## config.mk

```make
export PLATFORM = sky130hd
export DESIGN_NAME = tri_wave_gen_flat
export DESIGN_NICKNAME = d
export VERILOG_FILES = /design/src/rtl/tri_wave_gen_if.sv /design/src/rtl/tri_wave_gen.sv /design/src/flat_wrapper.sv
export SDC_FILE = /design/constraint.sdc
export NUM_CORES = 1
export LEC_CHECK = 0
export ABC_CLOCK_PERIOD_IN_PS = 2200
export CAP_MARGIN = 20
export CORE_ASPECT_RATIO = 0.6
export CORE_MARGIN = 2
export CORE_UTILIZATION = 28
export CTS_CLUSTER_DIAMETER = 50
export DETAILED_ROUTE_END_ITERATION = 10
export DONT_BUFFER_PORTS = 1
export GPL_TIMING_DRIVEN = 0
export PLACE_DENSITY_LB_ADDON = 0.1
export SYNTH_ARGS = -nofsm -noshare
export SYNTH_HDL_FRONTEND = slang
export SYNTH_SLANG_ARGS = --single-unit
```

## constraint.sdc

```tcl
create_clock -name clk -period 2.2 [get_ports clk]
set_input_delay 0.22 -clock clk [delete_from_list [all_inputs] [get_ports clk]]
set_output_delay 0.22 -clock clk [all_outputs]
set_load 0.05 [all_outputs]
```

## src/rtl/tri_wave_gen_if.sv

```systemverilog
// Signal bundle for the triangle generator: control inputs, the quarter-wave
// table port and the sample output.
interface tri_wave_gen_if #(
   parameter int ACC_W = 32
) ();
   logic             en;
   logic [ACC_W-1:0] fword_in;
   logic             fword_load;
   logic [7:0]       phase_off;
   logic             phase_clr;
   logic [5:0]       tbl_addr;
   logic [8:0]       tbl_data;
   logic [9:0]       wave;
   // wave_valid qualifies wave for one cycle. There is no ready: the generator
   // never stalls, so the consumer must take every sample flagged valid.
   logic             wave_valid;

   modport master (
      output en, fword_in, fword_load, phase_off, phase_clr, tbl_data,
      input  tbl_addr, wave, wave_valid
   );

   modport slave (
      input  en, fword_in, fword_load, phase_off, phase_clr, tbl_data,
      output tbl_addr, wave, wave_valid
   );
endinterface

```

## src/rtl/tri_wave_gen.sv

```systemverilog
// Phase-accumulator triangle generator: the accumulator top byte plus an offset
// addresses a quarter-wave table, and stage 2 mirrors/inverts it into a full period.
module tri_wave_gen #(
   parameter int ACC_W = 32
) (
   input logic          clk,
   input logic          rst,
   tri_wave_gen_if.slave bus
);
   logic [ACC_W-1:0] acc;
   logic [ACC_W-1:0] fword;
   logic [7:0]       phase;
   logic             s1_half;
   logic             s1_en;
   logic [5:0]       tbl_addr_r;
   logic [9:0]       wave_r;
   logic             wave_valid_r;

   // Phase is taken from the accumulator before this edge's increment.
   assign phase = acc[ACC_W-1 -: 8] + bus.phase_off;

   always_ff @(posedge clk) begin
      if (rst) begin
         acc          <= '0;
         fword        <= '0;
         tbl_addr_r   <= '0;
         s1_half      <= 1'b0;
         s1_en        <= 1'b0;
         wave_r       <= 10'd512;
         wave_valid_r <= 1'b0;
      end else begin
         if (bus.fword_load)
            fword <= bus.fword_in;
         if (bus.phase_clr)
            acc <= '0;
         else if (bus.en)
            acc <= acc + fword;

         // Odd quadrants read the table backwards to form the falling slope.
         tbl_addr_r <= phase[6] ? ~phase[5:0] : phase[5:0];
         // Only the upper quadrant bit matters downstream: it selects the half.
         s1_half    <= phase[7];
         s1_en      <= bus.en;

         wave_r       <= s1_half ? (10'd511 - {1'b0, bus.tbl_data})
                                 : (10'd512 + {1'b0, bus.tbl_data});
         wave_valid_r <= s1_en;
      end
   end

   assign bus.tbl_addr   = tbl_addr_r;
   assign bus.wave       = wave_r;
   assign bus.wave_valid = wave_valid_r;
endmodule

```

## src/flat_wrapper.sv

```systemverilog
// flat-port wrapper written by rule: the top's interface ports become plain ports
module tri_wave_gen_flat 
#(
   parameter int ACC_W = 32
)
  (clk, rst, bus_en, bus_fword_in, bus_fword_load, bus_phase_off, bus_phase_clr, bus_tbl_data, bus_tbl_addr, bus_wave, bus_wave_valid);
  tri_wave_gen_if #(.ACC_W(ACC_W)) bus_i ();
  input logic clk;
  input logic rst;
  input wire logic [$bits(bus_i.en)-1:0] bus_en;
  input wire logic [$bits(bus_i.fword_in)-1:0] bus_fword_in;
  input wire logic [$bits(bus_i.fword_load)-1:0] bus_fword_load;
  input wire logic [$bits(bus_i.phase_off)-1:0] bus_phase_off;
  input wire logic [$bits(bus_i.phase_clr)-1:0] bus_phase_clr;
  input wire logic [$bits(bus_i.tbl_data)-1:0] bus_tbl_data;
  output wire logic [$bits(bus_i.tbl_addr)-1:0] bus_tbl_addr;
  output wire logic [$bits(bus_i.wave)-1:0] bus_wave;
  output wire logic [$bits(bus_i.wave_valid)-1:0] bus_wave_valid;
  assign bus_i.en = bus_en;
  assign bus_i.fword_in = bus_fword_in;
  assign bus_i.fword_load = bus_fword_load;
  assign bus_i.phase_off = bus_phase_off;
  assign bus_i.phase_clr = bus_phase_clr;
  assign bus_i.tbl_data = bus_tbl_data;
  assign bus_tbl_addr = bus_i.tbl_addr;
  assign bus_wave = bus_i.wave;
  assign bus_wave_valid = bus_i.wave_valid;
  tri_wave_gen #(.ACC_W(ACC_W)) u_core (.clk(clk), .rst(rst), .bus(bus_i));
endmodule
```

# Word level (Yosys, flattened, before mapping)
# Index checks and enable logic that the tools add are counted.
dict set report totals {
  reg_bits 83
  out_inout_bits 17
  word_cells 15
}
dict set report classes {
  bitwise 1
  n_addsub 4
  reduce_logical 1
  mux 2
}
# cell n
set op_table {}
lappend op_table {{$add 32x32->32} 1}
lappend op_table {{$add 10x9->10 const A} 1}
lappend op_table {{$mux 10} 1}
lappend op_table {{$sub 9x9->10 const A} 1}
lappend op_table {{$add 8x8->8} 1}
lappend op_table {{$mux 6} 1}
lappend op_table {{$not 6->6} 1}
lappend op_table {{$reduce_or 2->1} 1}

# Logic depth before layout (Yosys ltp)
# Gate-level depths: netlist of run 1.
dict set report depth {
  word_depth 3
  ltp_mapped 11
}

# Least setup slack after synthesis of run 1
# OpenSTA, ideal clock, no wires.
dict set report synth_path {
  kind {register to register}
  from {register u_core.fword[0]}
  to {register u_core.acc[16]}
  arrival_time_ns 2.335
  stages_incl_launch_ff 11
  slack_ns -0.206
  required_time_ns 2.129
  path_cell_list {dfxtp_1 > ha_1 > fa_1 > a21o_1 > a31o_2 > a2111oi_4 > nor3_1 > o21ai_1 > and3_1 > o21ai_1 > a21oi_1}
}
dict set report synth_via {
  elab_chain_len 1
}
# element line
set synth_rtl {}
lappend synth_rtl {{start: declaration} tri_wave_gen.sv:11} ;# logic [ACC_W-1:0] fword;
lappend synth_rtl {{start signal: assignment} tri_wave_gen.sv:33} ;# fword <= bus.fword_in;
lappend synth_rtl {{$add 32x32->32} tri_wave_gen.sv:37} ;# acc <= acc + fword;
lappend synth_rtl {{end signal: assignment} tri_wave_gen.sv:37}
lappend synth_rtl {{end: declaration} tri_wave_gen.sv:10} ;# logic [ACC_W-1:0] acc;
# No other way between the ends.
# A chain may end at the register's enable or synchronous reset.

# Final worst setup path of run 1
# Ends and elaborated chain as after synthesis.

==> results of run 1 <==
[cell families (layout without fill, tap and decap cells)]
logic type	count (synthesis)	in the layout
AOI/OAI and AO/OA	126	126
xor gates and xnor gates	49	49
adders and majority gates	40	40
buffers and inverters	43	90
DFF	83	83
muxes	48	48
and+or+nand+nor	168	168
[metrics by stage]
step	TNS, ps	area [sq um]	instances
4_1_cts	-1740	5930	825
3_3_place_gp	-5930	5220	791
2_1_floorplan	-42.8	4930	557
5_1_grt	-2890	6280	838
3_5_place_dp	-5980	5220	791
6_report	-1260	6280	838
[synth_stat cells, types with 5 or more instances]
master | number | area share [%]
dfxtp_1 | 83 | 34
nor2_1 | 81 | 6.2
mux2i_1 | 48 | 9.8
xnor2_1 | 40 | 7.1
ha_1 | 38 | 9.7
a21oi_1 | 36 | 3.7
o21ai_0 | 26 | 2.7
nand2_1 | 24 | 1.8
nand3_1 | 18 | 1.8
clkbuf_1 | 16 | 1.2
a21o_1 | 15 | 2.3
inv_1 | 12 | 0.92
nor3_1 | 11 | 1.1
xor2_1 | 9 | 1.6
a211oi_1 | 8 | 1.2
and3_1 | 6 | 0.76
o211ai_1 | 6 | 0.92
o21bai_1 | 6 | 0.92
clkbuf_2 | 5 | 0.51
nand3b_1 | 5 | 0.76
nand4_1 | 5 | 0.64
nor2b_1 | 5 | 0.64
[state kept, by name, summed over array words and instances (netlist names)]
name and count:
u_core.acc 32, u_core.fword 32, u_core.bus.tbl_addr 6, u_core.bus.wave 10, u_core.bus.wave_valid 1, u_core.s1_half 1, u_core.s1_en 1
[how the worst max path moves through the flow]
stage,startpoint,to,slack (ps)
CTS,u_core.fword[0],u_core.acc[16],-300
global placement,u_core.fword[7],u_core.acc[22],-410
global route,u_core.acc[0],u_core.acc[16],-380
finish,u_core.fword[0],u_core.acc[16],-250
floorplan,u_core.fword[0],u_core.acc[16],-40
detailed placement,u_core.fword[7],u_core.acc[22],-390
[critical path: stages (launching register included)]
cell and delay (ps):
dfxtp_2 340, ha_4 160, fa_2 350, a21o_1 200, a31o_4 260, a2111oi_4 300
buf_6 180, nor3_2 40, o21ai_1 160, and3_1 170, o21ai_1 60, a21oi_1 160
[cells in the final DEF, fill, tap and decap left out, types with 5 or more instances in the layout]
master,n
a21oi_1,26
clkbuf_1,14
buf_6,5
o21ai_2,8
o211ai_1,6
o21bai_1,5
xnor2_1,37
ha_1,23
nor2_1,76
a21o_1,15
nand3b_1,5
clkbuf_16,9
a21oi_2,9
dfxtp_2,11
mux2i_1,48
nand3_1,15
xor2_1,9
nand4_1,5
ha_4,12
nor2b_1,5
nand2_1,21
o21ai_1,12
o21ai_0,10
buf_4,34
inv_1,10
nor3_1,9
dfxtp_1,70
[final cells by class]
| cell class | instances | area [sq um] | area share [%] |
|---|---|---|---|
| multi-input combinational | 431 | 3520 | 56.1 |
| sequential | 83 | 1680 | 26.8 |
| tap | 234 | 293 | 4.66 |
| timing repair buffer | 35 | 278 | 4.42 |
| clock buffer | 10 | 239 | 3.80 |
| buffer | 27 | 155 | 2.47 |
| clock inverter | 6 | 68.8 | 1.09 |
| inverter | 12 | 45.0 | 0.717 |
[per-layer routing]
layer  vias to the layer above  global-route usage [%]  routed length [um]
li1                       2048                       -                   -
met1                      1945                    23.1                7730
met2                        83                    20.6                5330
met3                        12                    3.72                 671
met4                         0                    3.39                 119
met5                         -                       0                   0
[timing repair]
| item | in CTS | in global routing |
|---|---|---|
| endpoints found under the setup margin | 25 | 29 |
| gates resized for setup | 68 | 66 |
| pin swaps | 43 | 33 |
| setup buffers | 19 | 16 |
[power groups by stage]
stage                     clock network, mW  registers (mW)  logic, mW
after global routing                   1.71            1.76      0.603
after CTS                              1.64            1.74      0.501
final                                  1.60            1.75      0.543
after global placement                    0            1.77      0.454
after floorplan                           0            1.76      0.367
after detailed placement                  0            1.77      0.462
==> results_dict.tcl, run 1 <==
set metrics [dict create \
    startpoint_type "flip-flop" \
    tightest_slew_ps 901 \
    clock_path_buffers 2 \
    start_util_pct 28.7 \
    postLayoutCoreUtil_pct 36.7 \
    rsz0062_at_grt "yes" \
    skew_ps 14.8 \
    dieArea_sq_um 18600 \
    fmax_mhz 408 \
    drtPass1Iterations 4 \
    clk_latency_ps 350 \
    end_kind "flip-flop" \
    synth_fa_ha_area_share_pct 10.5 \
    p_switching_mw 1.13 \
    power.density_nw_per_um2 618 \
    gp_congestion 0.806 \
    synthCells 557 \
    fp-row-count 37 \
    avgSynthCellArea_sq_um 8.81 \
    min_period_ps 2450 \
    synthArstFlopShare_pct 0 \
    vias 4088 \
    ios 71 \
    hold_class "in2reg" \
    power.internal_mw 2.75 \
    dp_slack_ps -390 \
    p_sw_share_pct 29.1 \
    setup_viol 12 \
    critPathKind "reg2reg" \
    violations "negative setup slack" \
    synth_xor_area_share_pct 8.74 \
    diodes 0 \
    status "complete, but fails checks" \
    slew-limit-headroom_pct 40.0 \
    drc 0 \
    cts_sinks 83 \
    n_fill_cell 1762 \
    path_max_fanout 3 \
    synth-seq-cells 83 \
    cts-buffers-inserted 9 \
    finalCritPeriodShare_pct 112 \
    maxSlewViolCount 0 \
    static-leakage-power_nw 2.57 \
    ys_types 50 \
    yosysSeqAreaShare_pct 33.8 \
    grt_max_degree 16 \
    critPathArrivalTime_ps 2720 \
    htreeDepth 3 \
    synthSimpleGateAreaFrac_pct 15.8 \
    min-delay-start "bus_tbl_data[4]" \
    peakVddDrop_v 0.000325 \
    drv_cap 0 \
    cts_tree "done" \
    crit-reg2reg-capture "u_core.acc[16]" \
    hpwlAfterDp_um 10400 \
    worst_slack_ps -253 \
    rrSetupSlack_ps -250 \
    cp.required_ps 2470 \
    ys_warn_count 0 \
    drtIter0Drc 227 \
    whs_endpoint "u_core.bus.wave[4]" \
    hold_ws_ps 12.6 \
    worstRegToRegCells 11 \
    synth_nets 651 \
    grt_pass1_wl_um 21700 \
    synth_compound_area_share_pct 17.4 \
    fp.dieW_um 175 \
    nNetsFinal 693 \
    p_comb_share_pct 14.0 \
    synthesis.area_sq_um 4910 \
    overflow 0 \
    hold_violations 0 \
    numPortBuffers 0 \
    min_path_cells 2 \
    routed_wl_um 13900 \
    core_area_sq_um 17100 \
    synth-edff-count 0 \
    post_drt_wl_per_cell_um 16.5 \
    ys.flop_type "dfxtp_1" \
    via_per_inst 4.88 \
    first_global_vias 3862 \
    ctsHoldBuffers 0 \
    pwr-share-seq_pct 44.9 \
    drive_gt1_share_pct 25.7 \
    power.total_mw 3.89 \
    antenna_found_initial 0 \
    die_y_um 107 \
    cts_root_buf "clkbuf_16" \
    synth_top_family_by_area "compound AO/OA/AOI/OAI gates" \
    r2r-start "u_core.fword[0]" \
    track_usage_pct 15.0 \
    synth.area.mux_share_pct 9.79 \
    area_growth_pct 28.0 \
    drtAntennaViolNets 0 \
    power.share.clock_pct 41.1 \
    clk_pin_slew_ps 70 \
]
No activity file was read; power rests on OpenSTA's default activity.
==> inputs of run 2 (changes only) <==
--- a/config.mk
+++ b/config.mk
@@ -5,7 +5,7 @@
 export SDC_FILE = /design/constraint.sdc
 export NUM_CORES = 1
 export LEC_CHECK = 0
-export ABC_CLOCK_PERIOD_IN_PS = 2200
+export ABC_CLOCK_PERIOD_IN_PS = 2830
 export CAP_MARGIN = 20
 export CORE_ASPECT_RATIO = 0.6
 export CORE_MARGIN = 2
==> constraint.sdc (replaced) <==
create_clock -name clk -period 2.83 [get_ports clk]
set_input_delay 0.283 -clock clk [delete_from_list [all_inputs] [get_ports clk]]
set_output_delay 0.283 -clock clk [all_outputs]
set_load 0.05 [all_outputs]
==> run 2 against run 1 <==
Net effect: the flow now finishes without violations; register-to-register slack gained 370 ps; power shrank 26%; sequential cell count is the same; sequential power shrank 23%; clock skew shrank 7.3 ps; non-clock buffer count shrank 31; utilization shrank 4.6 points; global-route usage shrank 0.29 points; critical path type unchanged; largest cell class unchanged; wire length shrank 5.3%.
==> results_dict.tcl, run 2 (synthesis gave the netlist of run 1 again) <==
set metrics [dict create \
    area_growth_pct 12.0 \
    power.share.clock_pct 40.7 \
    drtIter0Drc 168 \
    die_y_um 107 \
    path_max_fanout 3 \
    cts-buffers-inserted 9 \
    clk_latency_ps 350 \
    dieArea_sq_um 18600 \
    finalSetupTns_ps 0 \
    critPathArrivalTime_ps 2990 \
    drc 0 \
    clk_pin_slew_ps 70 \
    diodes 0 \
    grt_max_degree 17 \
    maxSlewViolCount 0 \
    ctsHoldBuffers 0 \
    gp_congestion 0.800 \
    postLayoutCoreUtil_pct 32.1 \
    antenna_found_initial 0 \
    static-leakage-power_nw 2.37 \
    skew_ps 7.57 \
    drtAntennaViolNets 0 \
    overflow 0 \
    first_global_vias 3681 \
    min_period_ps 2710 \
    fp.dieW_um 175 \
    fmax_mhz 369 \
    drv_cap 0 \
    rsz0062_at_grt "no" \
    worstRegToRegCells 10 \
    nNetsFinal 662 \
    slew-limit-headroom_pct 41.8 \
    setup_viol 0 \
    cp.required_ps 3100 \
    grt_pass1_wl_um 20800 \
    hold_violations 0 \
    n_fill_cell 1816 \
    p_sw_share_pct 30.8 \
    hpwlAfterDp_um 10300 \
    cts_sinks 83 \
    cts_root_buf "clkbuf_16" \
    numPortBuffers 0 \
    via_per_inst 4.79 \
    tightest_slew_ps 874 \
    min_path_cells 2 \
    clock_path_buffers 2 \
    mostFrequentLayoutCells "83 x dfxtp_1, 81 x nor2_1, 48 x mux2i_1" \
    cts_tree "done" \
    power.internal_mw 1.99 \
    pwr-share-seq_pct 47.0 \
    p_comb_share_pct 12.3 \
    drtPass1Iterations 4 \
    critPathKind "reg2reg" \
    power.density_nw_per_um2 524 \
    placed_area_sq_um 5200 \
    core_area_sq_um 17100 \
    finalCritPeriodShare_pct 95.8 \
    vias 3868 \
    ios 71 \
    hold_ws_ps 65.4 \
    startpoint_type "flip-flop" \
    status "complete, no violations" \
    p_switching_mw 0.886 \
    htreeDepth 3 \
    drive_gt1_share_pct 7.50 \
    fp-row-count 37 \
    track_usage_pct 14.7 \
    start_util_pct 28.7 \
    hold_class "in2reg" \
    end_kind "flip-flop" \
    layout_commonest_cell "dfxtp_1" \
    post_drt_wl_per_cell_um 16.3 \
    routed_wl_um 13100 \
    finalInstanceArea_sq_um 5500 \
    power.total_mw 2.88 \
    peakVddDrop_v 0.000231 \
]
-- run 2: final timing paths --
kind	startpoint	endpoint	slack, ps
worst max-delay path	u_core.fword[0]	u_core.acc[16]	120
worst min-delay path	bus_tbl_data[8]	u_core.bus.wave[8]	70
worst max register to register	u_core.fword[0]	u_core.acc[16]	120
worst min register to register	u_core.s1_en	u_core.bus.wave_valid	460
-- run 2: final cells by class --
| type | instances | area [sq um] | area share [%] |
|---|---|---|---|
| Multi-Input combinational cell | 431 | 3060 | 55.7 |
| Tap cell | 234 | 293 | 5.33 |
| Clock buffer | 9 | 225 | 4.10 |
| Clock inverter | 7 | 61.3 | 1.12 |
| Sequential cell | 83 | 1660 | 30.2 |
| Inverter | 12 | 45.0 | 0.819 |
| Buffer | 31 | 151 | 2.75 |
-- run 2: layer usage --
metal  vias up  part of all wire [%]  global-route usage [%]
li1       1988                     -                       -
met1      1789                    58                    23.1
met2        80                    36                    18.8
met3        11                   5.2                    4.33
met4         0                   1.1                    4.11
met5         -                     0                       0
-- run 2: critical path, cell delays in order, from the launching register on --
cell,delay (ps)
dfxtp_1,320
ha_1,220
fa_1,430
a21o_1,240
a31o_2,290
a2111oi_4,390
nor3_1,110
o21ai_1,210
and3_1,180
o21ai_1,70
a21oi_1,150
-- run 2: per-stage QoR --
stage | setup slack, ps | instances
global placement | 110 | 791
global route | 2.62 | 807
CTS | 72.4 | 807
finish | 118 | 807
floorplan | 424 | 557
detailed placement | 91.3 | 791
-- run 2: power groups by stage --
stage                     Clock [mW]  Sequential (mW)  Combinational, mW
final                           1.17             1.35              0.354
after global routing            1.26             1.36              0.399
after CTS                       1.22             1.35              0.357
after detailed placement           0             1.38              0.355
after global placement             0             1.38              0.348
after floorplan                    0             1.36              0.284
-- run 2: repair_timing --
action,4_1_cts,5_1_grt
resized for setup,0,1
setup endpoints to repair,0,6
setup buffers,0,0
